$ cat src/rtl/pipe_pkg.sv
// Shared pipeline definitions: default payload width, skid buffer state
// encoding and the state-to-occupancy mapping.
package pipe_pkg;

    localparam int unsigned DATA_WIDTH_DEFAULT = 32;

    typedef enum logic [1:0] {
        EMPTY = 2'd0,
        BUSY  = 2'd1,
        FULL  = 2'd2
    } skid_state_t;

    function automatic logic [1:0] occupancy_of(input skid_state_t s);
        case (s)
            EMPTY:   return 2'd0;
            BUSY:    return 2'd1;
            FULL:    return 2'd2;
            default: return 2'd0;
        endcase
    endfunction

endpackage

$ cat src/rtl/skid_buffer.sv
// Two-entry skid buffer: fully registered valid/ready handshake on both sides,
// with a main register driving out_data and a skid register absorbing one beat.
module skid_buffer
    import pipe_pkg::*;
#(
    parameter int unsigned DATA_WIDTH = DATA_WIDTH_DEFAULT
) (
    input  logic                  clk,
    input  logic                  rst,
    input  logic                  in_valid,
    output logic                  in_ready,
    input  logic [DATA_WIDTH-1:0] in_data,
    output logic                  out_valid,
    input  logic                  out_ready,
    output logic [DATA_WIDTH-1:0] out_data,
    output logic [1:0]            occupancy
);

    skid_state_t           state;
    skid_state_t           next_state;
    logic [DATA_WIDTH-1:0] main_q;
    logic [DATA_WIDTH-1:0] skid_q;
    logic                  accept;
    logic                  drain;
    logic                  load_main_in;
    logic                  load_main_skid;
    logic                  load_skid;

    // Handshakes use only flopped ready/valid, so no input reaches an output combinationally.
    assign accept = in_valid & in_ready;
    assign drain  = out_valid & out_ready;

    always_comb begin
        next_state     = state;
        load_main_in   = 1'b0;
        load_main_skid = 1'b0;
        load_skid      = 1'b0;
        case (state)
            EMPTY: begin
                if (accept) begin
                    load_main_in = 1'b1;
                    next_state   = BUSY;
                end
            end
            BUSY: begin
                if (accept && drain) begin
                    load_main_in = 1'b1;
                end else if (accept) begin
                    load_skid  = 1'b1;
                    next_state = FULL;
                end else if (drain) begin
                    next_state = EMPTY;
                end
            end
            FULL: begin
                if (drain) begin
                    load_main_skid = 1'b1;
                    next_state     = BUSY;
                end
            end
            default: next_state = EMPTY;
        endcase
    end

    always_ff @(posedge clk) begin
        if (rst) begin
            state     <= EMPTY;
            out_valid <= 1'b0;
            in_ready  <= 1'b0;
            main_q    <= '0;
        end else begin
            state     <= next_state;
            out_valid <= (next_state != EMPTY);
            in_ready  <= (next_state != FULL);
            if (load_main_in) begin
                main_q <= in_data;
            end else if (load_main_skid) begin
                main_q <= skid_q;
            end
        end
    end

    // The skid entry is only ever read in FULL, so it needs no reset.
    always_ff @(posedge clk) begin
        if (load_skid) begin
            skid_q <= in_data;
        end
    end

    assign out_data  = main_q;
    assign occupancy = occupancy_of(state);

endmodule

$ cat config.mk
export PLATFORM = sky130hd
export DESIGN_NAME = skid_buffer
export DESIGN_NICKNAME = d
export VERILOG_FILES = /design/src/rtl/pipe_pkg.sv /design/src/rtl/skid_buffer.sv
export SDC_FILE = /design/constraint.sdc
export NUM_CORES = 1
export LEC_CHECK = 0
export BUFFER_PORTS_ARGS = -buffer_cell sky130_fd_sc_hd__clkbuf_2
export CELL_PAD_IN_SITES_DETAIL_PLACEMENT = 1
export CELL_PAD_IN_SITES_GLOBAL_PLACEMENT = 1
export CORE_MARGIN = 4
export CORE_UTILIZATION = 40
export DETAILED_ROUTE_END_ITERATION = 8
export GPL_TIMING_DRIVEN = 0
export PLACE_DENSITY = 0.8
export SLEW_MARGIN = 20
export SYNTH_ARGS = -nofsm -noshare
export SYNTH_HDL_FRONTEND = slang
export SYNTH_SLANG_ARGS = --single-unit
$ cat constraint.sdc
create_clock -name clk -period 3.3 [get_ports clk]
set_input_delay 0.165 -clock clk [delete_from_list [all_inputs] [get_ports clk]]
set_output_delay 0.165 -clock clk [all_outputs]
set_load 0.005 [all_outputs]
# Word level (Yosys, flattened, before mapping)

Cells that the tools add are included.
W data, S select, Z words.

Flip-flop bits (word level): 68
Bits of input ports: 36
Output and inout port bits: 36
Logic and storage cells: 30

Eq/ne operators: 3
Mux-type cells: 16
Bitwise operators: 2
Reduce and logical (&&, ||, !) cells: 4

Operators by type and width:

| cell                 | number |
|---|---|
| $mux W32             | 2 |
| $mux W2              | 5 |
| $mux W1              | 6 |
| $pmux W2 S3          | 1 |
| $pmux W2 S2          | 1 |
| $reduce_bool A2 Y1   | 2 |
| $and A1 B1 Y1        | 2 |
| $eq A2 B1 Y1 const B | 1 |
| $eq A2 B2 Y1 const B | 1 |
| $logic_not A2 Y1     | 1 |
| $ne A2 B2 Y1 const B | 1 |
| $pmux W1 S2          | 1 |
| $logic_and A1 B1 Y1  | 1 |

# Logic depth before layout (Yosys ltp)

Depth after elaboration: 6
Depth in mapped cells: 5
Depth with buffers taken out: 3

# Worst setup path after synthesis

No wires, ideal clock.

Kind: flip-flop to flip-flop
From: register state[0]
To: register skid_q[0], enable pin
Setup time: 421 ps
Arrival time: 2267 ps
Data required time: 2879 ps
Setup slack: 612 ps
Stages on the path, launching flop included: 5
Path buffers: 1
Period minus slack after synthesis: 2688 ps
Cells stage by stage: dfxtp_1 > a21boi_4 > buf_2 > inv_1 > nor2_1

Longest elaborated chain between the ends: 2

Ends and longest elaborated chain:

| what                   | line              | source |
|---|---|---|
| start, declared        | skid_buffer.sv:19 | `skid_state_t state;` |
| start signal, assigned | skid_buffer.sv:72 | `state <= next_state;` |
| $eq A2 B1 Y1           | skid_buffer.sv:38 | `case (state)` |
| $mux W1                | skid_buffer.sv:38 |  |
| named net load_skid    | skid_buffer.sv:27 | `logic load_skid;` |
| end signal, assigned   | skid_buffer.sv:86 | `skid_q <= in_data;` |
| end, declared          | skid_buffer.sv:22 | `logic [DATA_WIDTH-1:0] skid_q;` |

The timed path passes the listed nets, and every way through them passes these cells.
A chain may end at the register's enable or synchronous reset.

# Worst setup path after layout

From: register state[0]
To: register skid_q[30], enable pin

The elaborated chain is that of the path after synthesis.

==> impl_metrics.csv <==
group,metric,value,unit
critical_path,critPathBufInv,3,
cts,clk_latency,0.34,ns
cts,cts-root-buf,"clkbuf_8",
run_status,status,"finished, final reports clean",
cts,numCtsBuffers,9,
timing,finalHoldViolations,0,
critical_path,arrival,2.17,ns
floorplanning,ios,72,
critical_path,critPathSlowestCell,"nor2_4",
grt,track_usage,0.184,
timing,skew,0.00703,ns
grt,antenna_found_initial,0,
floorplanning,coreArea,0.00687,mm²
critical_path,cpPeakStageDelay,0.46,ns
timing,max_slew_margin,0.513,
floorplanning,fp.dieH,92.5,µm
run,drv_cap,0,
cts,cts_sinks,68,
timing,clock.fmax,471,MHz
cts,htreeDepth,3,
cells_and_area,areaGrowthSynthToFinish,25.9,%
grt,grt_max_degree,19,
synth,synth_cell_types,27,
critical_path,crit_path_max_fanout,18,
synth,ys_seq_area_frac,0.589,
synth,yosysTopAreaCellShare,0.336,
timing,rsz0062_at_grt,"no",
synth,yosys-top-cells-area,"edfxtp_1 (34%), dfxtp_1 (25%), a311oi_2 (16%)",
grt,grt_pass1_vias,2461,
worst_hold_path,hold_path.class,"in2reg",
place,dpl.hpwl,5120,µm
route,drtIter0Drc,89,
floorplanning,initial_core_util,0.416,
route,routed_via_density,5.21,
floorplanning,die_area,0.00856,mm²
grt,grt_pass1_wl,12200,µm
timing,slew_violations,0,
timing,fin_crit,2.12,ns
power_and_ir_drop,irDropWorstVdd,0.203,mV
floorplanning,row_count,30,
power_and_ir_drop,power.total,1.88,mW
synth,syn_nets,272,
critical_path,crit_required,3.35,ns
synth,synth_warnings,0,
place,place.gp.congestion,0.707,
route,wl_per_cell,17.3,µm
route,routed-via-count,2204,
cts,cts_buffer_depth,2,
cells_and_area,n_fill_cell,770,
place,port_buffers,70,
cts,cts_tree,"built",
critical_path,critPathCaptureType,"flip-flop",
cts,cts_setup_buffers,0,
critical_path,path_delay_family,"buffers and inverters",
route,wirelength,7320,µm
grt,grt-ovfl-total,0,
cells_and_area,nNetsFinal,358,
timing,worstMarginPinSlew,0.730,ns
power_and_ir_drop,leakage,1.33,nW
cts,clk_pin_slew,0.07,ns
synth,syn_area_per_cell,12.1,µm²
route,first_pass_iters,4,
critical_path,startpoint_type,"flip-flop",
synth,synth_area,0.00286,mm²
power_and_ir_drop,power.density,521,mW/mm²
cts,post_cts_resized,0,
route,drc,0,
synth,synth_top_cell_by_area,"edfxtp_1",
cells_and_area,final_common_cell,"clkbuf_2",
route,drtAntennaViolNets,0,
synth,synth-seq-cells,68,
cells_and_area,seq_area,0.00168,mm²
cells_and_area,layout_common_cells,"clkbuf_2 (70), nand2_1 (65), dfxtp_1 (36)",
cts,ctsHoldBuffers,1,
synth,synthCells,236,
cells_and_area,antennaDiodeCount,0,
timing,final.period_utilization,0.643,
timing,setup_viol,0,
floorplanning,die_x,92.5,µm
cells_and_area,multi_input_area,0.00102,mm²
cells_and_area,final_util,0.524,
cells_and_area,drive_gt1_frac,0.413,
critical_path,crit_chain,"a21boi_4 -> buf_2 -> inv_1 -> nor2_4 -> buf_16",
critical_path,worstSetupPathType,"reg2reg",
-- worst paths after layout --
| check | end | depth (start not counted) | start | slack (ns) |
|---|---|---|---|---|
| worst max register to register | skid_q[30]$_DFFE_PP_ | 5 | state[0]$_SDFF_PP0_ | 1.18 |
| worst min register to register | out_data[11]$_SDFFE_PP0P_ | 2 | out_data[11]$_SDFFE_PP0P_ | 0.49 |
| worst min-delay path | skid_q[27]$_DFFE_PP_ | 1 | in_data[27] | 0.02 |
| worst max-delay path | skid_q[30]$_DFFE_PP_ | 5 | state[0]$_SDFF_PP0_ | 1.18 |
-- cell type report --
class	count	share of cell area
Sequential cell	68	0.467
Multi-Input combinational cell	145	0.283
Timing Repair Buffer	75	0.116
Buffer	21	0.0431
Clock buffer	12	0.0403
Tap cell	96	0.0334
Clock inverter	4	0.0139
Inverter	2	0.00209
-- registers in the layout, summed over array words and instances (netlist names) --
name,count
state,2
out_data,32
skid_q,32
out_valid,1
in_ready,1
-- synthesized netlist by cell type --
library cell  instances
nand2_1              65
buf_2                10
buf_4                 2
and4b_1               1
clkbuf_1              4
nor2b_1               1
o21bai_1              1
a311oi_2             31
a21boi_4              1
or2_1                 1
and3b_1               1
nor2_1                2
dfxtp_1              36
a311oi_1              1
edfxtp_1             32
nand3b_4              1
buf_12                3
nor3_1               32
nand4b_1              1
o21ai_0               1
a211oi_1              2
buf_6                 1
nor4bb_1              1
nand3_1               1
a21oi_1               1
inv_1                 2
buf_1                 1
-- power breakdown --
part | switching (mW) | internal [mW]
clock | 0.306 | 0.369
combinational | 0.131 | 0.113
sequential | 0.0273 | 0.930
-- cell families (layout without fill, tap and decap cells) --
kind of cell,count (synthesis),after routing,synth area share
AO/OA/AOI/OAI,38,38,0.184
buffers and inverters,23,114,0.0569
flip-flops,68,68,0.589
AND/OR/NAND/NOR,107,107,0.170
-- per-stage QoR --
stage / hold WS, ns / instance area, µm² / setup WS (ns) / setup TNS (ns) / instances
finish: 0.0185 / 3600 / 1.18 / 0 / 423
global route: 0.00169 / 3600 / 1.05 / 0 / 423
CTS: 0.00245 / 3570 / 1.16 / 0 / 420
detailed placement: 0.363 / 3360 / 1.17 / 0 / 403
global placement: 0.362 / 3330 / -0.351 / -11.19 / 402
floorplan: 0.264 / 2860 / 0.612 / 0 / 236
-- metal layers --
| metal | vias to the layer above | share of wire | GRT usage |
|---|---|---|---|
| met5 | - | 0 | 0 |
| met2 | 49 | 0.48 | 0.300 |
| met1 | 1096 | 0.45 | 0.231 |
| met4 | 0 | 0.022 | 0.0866 |
| li1 | 1045 | - | - |
| met3 | 14 | 0.041 | 0.0406 |
No activity file was read; power rests on OpenSTA's default activity.
